### config.mk
export PLATFORM = sky130hd
export DESIGN_NAME = alineador_serial_ctrl
export DESIGN_NICKNAME = d
export VERILOG_FILES = /design/src/rtl/alineador_serial_ctrl.sv
export SDC_FILE = /design/constraint.sdc
export NUM_CORES = 1
export LEC_CHECK = 0
export CAP_MARGIN = 10
export CORE_AREA = 8 8 84 86
export CTS_CLUSTER_SIZE = 28
export DETAILED_ROUTE_END_ITERATION = 16
export DIE_AREA = 0 0 92 94
export GPL_TIMING_DRIVEN = 0
export HOLD_SLACK_MARGIN = 0.15
export PLACE_DENSITY_LB_ADDON = 0.1
export SYNTH_ARGS = -nofsm -noshare
export SYNTH_HDL_FRONTEND = slang
export SYNTH_SLANG_ARGS = --single-unit
### constraint.sdc
create_clock -name clk -period 2.8 [get_ports clk]
set_input_delay 0.56 -clock clk [delete_from_list [all_inputs] [get_ports clk]]
set_output_delay 0.56 -clock clk [all_outputs]
set_load 0.1 [all_outputs]
### src/rtl/alineador_serial_ctrl.sv
// alineador_serial_ctrl: comma-based word aligner and sync FSM for the 10-bit
// 8b/10b serial receive path. Finds K28.5 (either disparity) in the raw bit
// stream, fixes the word boundary and presents framed words with a valid pulse.
//
// Optional build macro: ALINEADOR_ESTADISTICAS_EN
//   defined   -> perdidas_sync counts SYNCED -> SYNC_LOST transitions (saturating)
//   undefined -> perdidas_sync is tied to zero
module alineador_serial_ctrl #(
    parameter int unsigned                 cantidadBits = 10,
    parameter int unsigned                 COMMAS_LOCK  = 3,
    parameter int unsigned                 ERR_UNLOCK   = 4,
    parameter logic [cantidadBits-1:0]     COMMA_NEG    = 10'h17C,
    parameter logic [cantidadBits-1:0]     COMMA_POS    = 10'h283
) (
    input  logic                    clk,
    input  logic                    reset,
    input  logic                    entrada,
    output logic [cantidadBits-1:0] datos,
    output logic                    dato_valido,
    output logic                    sincronizado,
    output logic                    comma_detectado,
    output logic [3:0]              fase,
    output logic [7:0]              perdidas_sync
);

    localparam logic [1:0] SYNC_LOST = 2'd0;
    localparam logic [1:0] ACQUIRE   = 2'd1;
    localparam logic [1:0] SYNCED    = 2'd2;

    localparam int unsigned GoodW   = $clog2(COMMAS_LOCK + 1);
    localparam int unsigned ErrW    = $clog2(ERR_UNLOCK + 1);
    localparam logic [3:0]  FaseMax = 4'(cantidadBits - 1);

    // Only the 9 previous bits need storing; the newest bit comes straight
    // from the input pin to complete the window.
    logic [cantidadBits-2:0] sr_q, sr_d;
    logic [cantidadBits-1:0] ventana;
    logic [3:0]              fase_q, fase_d;
    logic [1:0]              estado_q, estado_d;
    logic [GoodW-1:0]        good_q, good_d;
    logic [ErrW-1:0]         err_q, err_d;
    logic [cantidadBits-1:0] datos_q, datos_d;
    logic                    valido_q, valido_d;
    logic                    comma_q;
    logic                    es_comma;
    logic                    frontera;

`ifdef ALINEADOR_ESTADISTICAS_EN
    logic [7:0]              perdidas_q, perdidas_d;
`endif

    // Window: newest bit in the MSB, oldest bit in bit0.
    assign ventana  = {entrada, sr_q};
    assign es_comma = (ventana == COMMA_NEG) || (ventana == COMMA_POS);
    assign frontera = (fase_q == FaseMax);

    // Next-state logic: phase tracking, acquire/lock/loss FSM and word capture.
    always_comb begin
        sr_d     = ventana[cantidadBits-1:1];
        fase_d   = frontera ? 4'd0 : fase_q + 4'd1;
        estado_d = estado_q;
        good_d   = good_q;
        err_d    = err_q;
        datos_d  = datos_q;
        valido_d = 1'b0;
`ifdef ALINEADOR_ESTADISTICAS_EN
        perdidas_d = perdidas_q;
`endif

        case (estado_q)
            SYNC_LOST: begin
                if (es_comma) begin
                    fase_d   = 4'd0;
                    good_d   = GoodW'(1);
                    estado_d = ACQUIRE;
                end
            end

            ACQUIRE: begin
                if (es_comma) begin
                    if (frontera) begin
                        if (good_q >= GoodW'(COMMAS_LOCK - 1)) begin
                            good_d   = GoodW'(COMMAS_LOCK);
                            err_d    = '0;
                            estado_d = SYNCED;
                        end else begin
                            good_d = good_q + 1'b1;
                        end
                    end else begin
                        // Comma at a new phase: restart the count there.
                        fase_d = 4'd0;
                        good_d = GoodW'(1);
                    end
                end
            end

            SYNCED: begin
                if (frontera) begin
                    datos_d  = ventana;
                    valido_d = 1'b1;
                end
                if (es_comma) begin
                    if (frontera) begin
                        err_d = '0;
                    end else if (err_q >= ErrW'(ERR_UNLOCK - 1)) begin
                        // Phase is deliberately left alone; SYNC_LOST realigns.
                        err_d    = '0;
                        good_d   = '0;
                        estado_d = SYNC_LOST;
`ifdef ALINEADOR_ESTADISTICAS_EN
                        if (perdidas_q != 8'hFF) begin
                            perdidas_d = perdidas_q + 8'd1;
                        end
`endif
                    end else begin
                        err_d = err_q + 1'b1;
                    end
                end
            end

            default: begin
                estado_d = SYNC_LOST;
                good_d   = '0;
                err_d    = '0;
            end
        endcase
    end

    // State registers, asynchronously cleared.
    always_ff @(posedge clk or posedge reset) begin
        if (reset) begin
            sr_q     <= '0;
            fase_q   <= 4'd0;
            estado_q <= SYNC_LOST;
            good_q   <= '0;
            err_q    <= '0;
            datos_q  <= '0;
            valido_q <= 1'b0;
            comma_q  <= 1'b0;
        end else begin
            sr_q     <= sr_d;
            fase_q   <= fase_d;
            estado_q <= estado_d;
            good_q   <= good_d;
            err_q    <= err_d;
            datos_q  <= datos_d;
            valido_q <= valido_d;
            comma_q  <= es_comma;
        end
    end

`ifdef ALINEADOR_ESTADISTICAS_EN
    // Sync-loss statistics counter, cleared only by reset.
    always_ff @(posedge clk or posedge reset) begin
        if (reset) begin
            perdidas_q <= 8'h00;
        end else begin
            perdidas_q <= perdidas_d;
        end
    end

    assign perdidas_sync = perdidas_q;
`else
    assign perdidas_sync = 8'h00;
`endif

    assign datos           = datos_q;
    assign dato_valido     = valido_q;
    assign sincronizado    = (estado_q == SYNCED);
    assign comma_detectado = comma_q;
    assign fase            = fase_q;

endmodule

Yosys cells after proc, flatten, opt, wreduce, memory -nomap -nowiden. Index checks and enable logic that the tools add are counted.

Register bits after elaboration: 32. Input bits: 3. Output and inout bits: 25. Word-level logic and storage cells: 58.

Add/sub/neg operators: 3. Order comparisons: 2. Eq/ne operators: 12. Mux-type cells: 26. Bitwise gates (word level): 1. Reduce and logical (&&, ||, !) cells: 6.

Operator list (count): two-way mux 2 bit (10); two-way mux 3 bit (6); two-way mux 4 bit (4); one-hot mux 2 bit (3 select lines) (2); equality test 10 bit, second input constant (1); equality test 10 x 9 -> 1 bit, second input constant (1); != test 2 bit, second input constant (5); AND reduction 5 bit (2); one-hot mux 3 bit (3 select lines) (1); one-hot mux 4 bit (2 select lines) (1); AND reduction 7 bit (1); adder 4 x 1 -> 4 bit, second input constant (1); equality test 4 bit, second input constant (1); != test 2 x 1 -> 1 bit, second input constant (2); adder 3 x 1 -> 3 bit, second input constant (1); greater-or-equal comparator 3 x 2 -> 1 bit, second input constant (1); adder 2 x 1 -> 2 bit, second input constant (1); equality test 2 x 1 -> 1 bit, second input constant (1); equality test 2 bit, second input constant (1); greater-or-equal comparator 2 bit, second input constant (1); zero test 2 bit (1); two-way mux 1 bit (2); AND reduction 2 bit (1); logical OR 1 bit (1); NOT 1 bit (1).

Depth between registers and ports, before layout. Gate-level depths: netlist (run 1).

Depth in word-level cells: 5. Gate-level depth with buffers: 7. Gate-level depth less buffers: 7.

Worst setup path before layout (run 1). No wires, ideal clock.

Path kind: register to register. Start point: reg fase_q[0] (netlist: fase[0]). End point: reg datos_q[0] (netlist: datos[0]). Setup time: 125 ps. Arrival time: 2175 ps. Required time: 2675 ps. Setup slack: 499 ps. Cell stages (with the launch flop): 6. Buffers on the path: 1. Clock period less this slack: 2301 ps. Cells stage by stage: dfrtp_1 ha_1 nand3b_1 nor2_1 buf_2 mux2_2.

Longest elaborated chain between the ends: 2.

RTL lines: from (decl) (RTL line 38) `logic [3:0] fase_q, fase_d;`; from (signal assigned) (RTL line 142) `fase_q <= fase_d;`; equality test 4 bit (RTL line 55) `assign frontera = (fase_q == FaseMax);`; AND reduction 2 bit (no line); to (signal assigned) (RTL line 146) `datos_q <= datos_d;`; to (decl) (RTL line 42) `logic [cantidadBits-1:0] datos_q, datos_d;`.

Every way passes these cells. A chain may end at the register's enable or synchronous reset.

Final worst setup path (run 1).
Start point: reg fase_q[0] (netlist: fase[0]). End point: out fase[0].

RTL lines: to (decl) (RTL line 22) `output logic [3:0] fase,`.

No word-level cell between the ends.

==> results of run 1 <==
==> timing repair <==
item,CTS,global route
resized for setup,0,1
setup endpoints to repair,0,1
endpoints found under the hold margin,0,0
==> metrics by stage <==
| step | utilization (%) | worst slack (ps) | area, µm² | hold slack [ps] | total power, mW |
|---|---|---|---|---|---|
| 2_1_floorplan | - | 499 | 1420 | 373 | 0.622 |
| 3_3_place_gp | 29.7 | 341 | 1700 | 415 | 0.650 |
| 3_5_place_dp | 30.1 | 361 | 1730 | 413 | 0.655 |
| 4_1_cts | 32.1 | 38.2 | 1840 | 428 | 1.11 |
| 5_1_grt | 32.1 | 307 | 1850 | 451 | 1.14 |
| 6_report | 32.1 | 368 | 1850 | 422 | 1.08 |
==> where the power goes <==
| group | internal, mW | leakage [nW] | switching [mW] |
|---|---|---|---|
| clock network | 0.263 | 0.0541 | 0.177 |
| registers | 0.477 | 0.384 | 0.0114 |
| logic | 0.0350 | 0.336 | 0.121 |
| total | 0.775 | 0.774 | 0.309 |
==> cells in the mapped netlist, drive strengths merged (2+ instances only) <==
cell type	number	area [µm²]
nor2	6	22.5
inv	7	26.3
nand3	3	15.0
nand3b	3	22.5
nor2b	2	12.5
or4	2	15.0
o21a	2	15.0
dfrtp	32	801
a21oi	4	20.0
o2bb2ai	2	17.5
mux2	10	113
nand2	5	18.8
nand2b	2	12.5
mux2i	2	20.0
nor4b	2	23.8
ha	4	50.1
o21ai	4	20.0
nand4b	2	17.5
buf	10	76.3
==> registers in the layout, summed over array words and instances (netlist names) <==
name and flops:
datos 10, good_q 2, err_q 3, fase 4, estado_q 2, sr_q 9, comma_detectado 1, dato_valido 1
==> kinds of logic (layout without fill, tap and decap cells) <==
logic type	count (synthesis)	in the layout	share of synthesized area, %
adder cells (fa/ha/maj)	4	4	3.59
multiplexers	12	12	9.52
AO/OA/AOI/OAI	16	16	7.36
XOR/XNOR	1	1	0.628
flip-flops	32	32	57.5
AND/OR/NAND/NOR	30	30	13.6
buffers and inverters	18	46	7.63
other	1	8	0.269
==> cell usage in the layout (no fill, tap or decap), types with 5 or more instances in the layout <==
master / Yosys / final
sky130_fd_sc_hd__mux2_2: 10 / 10
sky130_fd_sc_hd__dfrtp_1: 32 / 32
sky130_fd_sc_hd__buf_4: 8 / 8
sky130_fd_sc_hd__clkbuf_8: 0 / 5
sky130_fd_sc_hd__nand2_1: 5 / 5
sky130_fd_sc_hd__nor2_1: 6 / 6
sky130_fd_sc_hd__inv_1: 7 / 7
sky130_fd_sc_hd__clkdlybuf4s50_1: 0 / 18
sky130_fd_sc_hd__conb_1: 1 / 8
==> per-layer routing <==
layer,part of all wire (%),up-vias
met5,0,-
met4,1.4,0
met3,7.5,6
met2,49,20
met1,42,451
li1,-,453
==> area by class of cell <==
type | instances | area [µm²]
fill | 611 | 3900
sequential | 32 | 801
multi-input combinational | 71 | 513
timing repair buffer | 20 | 220
tap | 75 | 93.8
buffer | 11 | 80.1
clock buffer | 5 | 68.8
clock inverter | 3 | 42.5
inverter | 7 | 26.3
==> final timing paths <==
check                      slack, ps  cells past startpoint  startpoint        to
max                              370                      1     fase[0]   fase[0]
min in group asynchronous        730                      2       reset  datos[0]
max reg2reg                      940                      6     fase[1]  datos[5]
min reg2reg                      420                      0     sr_q[3]   sr_q[2]
max in group asynchronous       1520                      3       reset   sr_q[4]
min                              420                      0     sr_q[3]   sr_q[2]
==> qor.tcl, run 1 <==
set qor(run_status) {finished clean}
set qor(core_um2) 5750
set qor(grt_antenna_before_repair) 0
set qor(port_buffers) 19
set qor(detail_route.first_pass.iterations) 4
set qor(max_cap_viol_count) 0
set qor(report.final.hold_viol_count) 0
set qor(met3_usage_grt_pct) 4.08
set qor(grt_start_max_net_pins) 20
set qor(drv_slew) 0
set qor(crit_type) {reg2out}
set qor(maxClockFrequency_mhz) 411
set qor(cts_htree_levels) 2
set qor(synthFlopType) {sky130_fd_sc_hd__dfrtp_1}
set qor(grt_busiest_layer) {met2}
set qor(cp_cell_sequence) {clkdlybuf4s50_1}
set qor(cp.buffers_inverters) 1
set qor(rows) 28
set qor(final-setup-viol-count) 0
set qor(synth_enable_flop_cells) 0
set qor(clk_path_buf_depth) 2
set qor(grt_util_met2_pct) 12.3
set qor(post-route-min-period_ps) 2430
set qor(slowest_stage) {sky130_fd_sc_hd__clkdlybuf4s50_1}
set qor(clk_root_buffer_cell) {sky130_fd_sc_hd__clkbuf_8}
set qor(grt_first_pass_wirelength_um) 5000
set qor(drtIter0Drc) 34
set qor(wl_um) 2830
set qor(crit_path_max_incr_delay_ps) 1160
set qor(yosys_warnings) 0
set qor(clock_latency_ps) 280
set qor(dp.final_hpwl_um) 2110
set qor(grt_usage_pct) 7.32
set qor(vias) 930
set qor(via_count_of_the_first_global_routing_pass) 1046
set qor(globalplace.congestion) 0.737
set qor(vias_per_cell) 4.15
set qor(drcViolationCount) 0
set qor(fraction_of_layout_cells_with_a_size_suffix_above_1_pct) 20.8
set qor(timing_worst_slew_pin_value_ps) 981
set qor(setup.worst_path.end_class) {output port}
set qor(holdCritPathClass) {reg2reg}
set qor(max-slew-margin-rel_pct) 34.4
set qor(cts_inserted_buffers) 5
set qor(postCtsHoldBufs) 0
set qor(rsz0062_at_grt) {no}
set qor(die-area_um2) 8650
set qor(synthCells) 114
set qor(cts_setup_buffers) 0
set qor(netlist_area_um2) 1390
set qor(power.static_leakage_nw) 0.774
set qor(path_max_fanout) 5
set qor(layout.cells.non_filler) 224
set qor(asyncSetResetFlopFracSynth_pct) 100
set qor(synth.lib_cells_used.distinct) 32
set qor(post-route-period-util_pct) 86.8
set qor(ys_seq_elements) 32
set qor(gr-usage-met1_pct) 7.57
set qor(cts_tree) {done}
set qor(layout.nets) 155
set qor(timing.critical_path.required_ps) 2240
set qor(place_inst) 216
set qor(crit_path_max_delay_family) {buffers and inverters}
set qor(die_h_um) 94
set qor(start_util_pct) 24.3
set qor(drt-wirelength-per-cell_um) 12.6
set qor(critical_path.startpoint_type) {register}
set qor(io_pins) 28
set qor(syn_to_final_growth_pct) 32.4
set qor(antenna_violating_nets_post_route) 0
set qor(die-width_um) 92
set qor(diodes) 0
set qor(fin_skew_ps) 5.09
set qor(numClockSinks) 32
set qor(clk_pin_slew_worst_paths_ps) 70
set qor(synth_sequential_area_ratio_pct) 57.5
set qor(critical_path_arrival_ps) 1870
set qor(synth_area_per_cell_um2) 12.2
set qor(overflow) 0
set qor(fin_tns_setup_ps) 0
set qor(worst_ir_drop_vdd_mv) 0.288
set qor(p_per_area_nw_per_um2) 588
Power figures use the tool's default switching activity.
==> run 2, diff against run 1 <==
Settings changed: HOLD_SLACK_MARGIN 0.15 to default.
==> results of run 2 <==
Same layout as run 1: the final DEF is identical, and so are final timing and power.
==> run 3, diff against run 2 <==
Settings changed: PLACE_DENSITY_LB_ADDON 0.1 to 0.15.
==> run 3 against run 2 <==
First-iteration DRC count decreased by 41%. Clock-buffer cell count did not move. Global-route usage up 0.13 points. Utilization rose by 0.065 points. Die area is the same. Clock power grew 3%. Sequential share of layout area fell by 0.088 points. Largest cell class unchanged. Highest routed layer unchanged.
==> qor.tcl, run 3 (synthesis gave the netlist of run 1 again) <==
set qor(run_status) {finished clean}
set qor(drv_slew) 0
set qor(io_pins) 28
set qor(crit_path_max_delay_family) {buffers and inverters}
set qor(pre_cts_ws_ps) 353
set qor(met3_usage_grt_pct) 2.88
set qor(max_cap_viol_count) 0
set qor(timing_worst_slew_pin_value_ps) 984
set qor(grt_busiest_layer) {met2}
set qor(post-layout-total-power_mw) 1.10
set qor(port_buffers) 19
set qor(hp-start) {sr_q[1]}
set qor(gr-usage-met1_pct) 8.22
set qor(min_delay_worst_endpoint) {sr_q[0]}
set qor(final-setup-viol-count) 0
set qor(report.final.hold_viol_count) 0
set qor(most_common_cell_after_layout_fill_and_taps_aside) {sky130_fd_sc_hd__dfrtp_1}
set qor(largest_reg_flops) 10
set qor(fraction_of_layout_cells_with_a_size_suffix_above_1_pct) 20.8
set qor(post-route-util_pct) 32.2
set qor(worst_r2r_path_depth) 6
set qor(post-route-period-util_pct) 86.7
set qor(hold-worst-slack_ps) 423
set qor(clock_latency_ps) 290
set qor(die-area_um2) 8650
set qor(p_per_area_nw_per_um2) 595
set qor(numClockSinks) 32
set qor(antenna_violating_nets_post_route) 0
set qor(cts_inserted_buffers) 5
set qor(holdCritPathClass) {reg2reg}
set qor(grt_usage_pct) 7.45
set qor(drcViolationCount) 0
set qor(multiInputGateArea_um2) 513
set qor(clk_pin_slew_worst_paths_ps) 70
set qor(crit-reg2reg-capture) {datos[6]}
set qor(crit_type) {reg2out}
set qor(stdcell_area_um2) 1850
set qor(timing.critical_path.required_ps) 2240
set qor(seq_area_um2) 801
set qor(most-common-layout-cells) {32 x sky130_fd_sc_hd__dfrtp_1, 18 x sky130_fd_sc_hd__clkdlybuf4s50_1, 10 x sky130_fd_sc_hd__mux2_2, 8 x sky130_fd_sc_hd__buf_4, 8 x sky130_fd_sc_hd__conb_1}
set qor(layout.filler_cells) 602
set qor(grt_util_met2_pct) 12.2
set qor(cp.buffers_inverters) 1
set qor(core_um2) 5750
set qor(setup.worst_path.end_class) {output port}
set qor(detail_route.first_pass.iterations) 4
set qor(max-slew-margin-rel_pct) 34.2
set qor(rsz0062_at_grt) {no}
set qor(final_critical_path_setup_slack_ps) 372
set qor(dp.final_hpwl_um) 2150
set qor(fin_tns_setup_ps) 0
set qor(grt_first_pass_wirelength_um) 5100
set qor(overflow) 0
set qor(power.static_leakage_nw) 0.774
set qor(critical_path.startpoint_type) {register}
set qor(rows) 28
set qor(die-width_um) 92
set qor(timing.rr.start) {fase[1]}
set qor(vias) 944
set qor(clk_root_buffer_cell) {sky130_fd_sc_hd__clkbuf_8}
set qor(wl_um) 2870
set qor(cts_tree) {done}
set qor(crit_path_max_incr_delay_ps) 1160
set qor(critical_path_arrival_ps) 1870
set qor(fin_skew_ps) 5.27
set qor(cp_cell_sequence) {clkdlybuf4s50_1}
set qor(via_count_of_the_first_global_routing_pass) 1051
set qor(postPlaceCellArea_um2) 1730
set qor(cts_htree_levels) 2
set qor(layout.cells.non_filler) 224
set qor(start_util_pct) 24.3
set qor(drt-wirelength-per-cell_um) 12.8
set qor(grt_antenna_before_repair) 0
set qor(maxClockFrequency_mhz) 412
set qor(path_max_fanout) 5
set qor(syn_to_final_growth_pct) 32.7
set qor(slowest_stage) {sky130_fd_sc_hd__clkdlybuf4s50_1}
set qor(worst_ir_drop_vdd_mv) 0.313
set qor(clk_path_buf_depth) 2
set qor(grt_start_max_net_pins) 18
set qor(reg2reg_setup_slack_ps) 990
set qor(vias_per_cell) 4.21
set qor(diodes) 0
set qor(layout.nets) 155
set qor(globalplace.congestion) 0.743
set qor(cts_setup_buffers) 0
set qor(place_inst) 216
set qor(worst_hold_path.num_cells) 0
set qor(drtIter0Drc) 20
set qor(post-route-min-period_ps) 2430
set qor(die_h_um) 94
==> run 3: cell types whose count changed in the layout (fill, tap and decap cells not counted), sizes merged <==
| cell | delta |
|---|---|
| clkinv | -1 |
| inv | +1 |
==> run 3: how the worst max path moves through the flow <==
stage / start / end / slack [ps] / cells after the start
after floorplan: fase[0] / datos[0] / 500 / 5
after global placement: estado_q[0] / sincronizado / 330 / 3
after detailed placement: estado_q[0] / sincronizado / 350 / 3
after CTS: estado_q[0] / sincronizado / 30 / 3
after global routing: fase[0] / fase[0] / 290 / 1
final: fase[0] / fase[0] / 370 / 1
==> run 3: layout make-up <==
cell class              instances  area share, %
clock buffers                   5           3.72
plain buffers                  11           4.33
flip-flops and latches         32           43.3
multi-input cells              71           27.7
well taps                      75           5.07
inverters                       7           1.42
clock inverters                 3           2.50
repair buffers                 20           11.9
==> run 3: where the power goes <==
part           switching (mW)  leakage, nW  internal, mW
sequential             0.0122        0.384         0.477
combinational           0.121        0.336        0.0350
clock                   0.187       0.0548         0.268
total                   0.321        0.774         0.780
==> run 3: timing repair <==
item                       CTS  global route
resized for setup            0             1
hold buffers                 0             0
setup endpoints to repair    0             1
==> run 3: metal layers <==
layer	share of wire, %	vias to the layer above
met5	0	-
met4	1.8	0
met3	4.1	7
met2	49	19
met1	45	471
li1	-	447
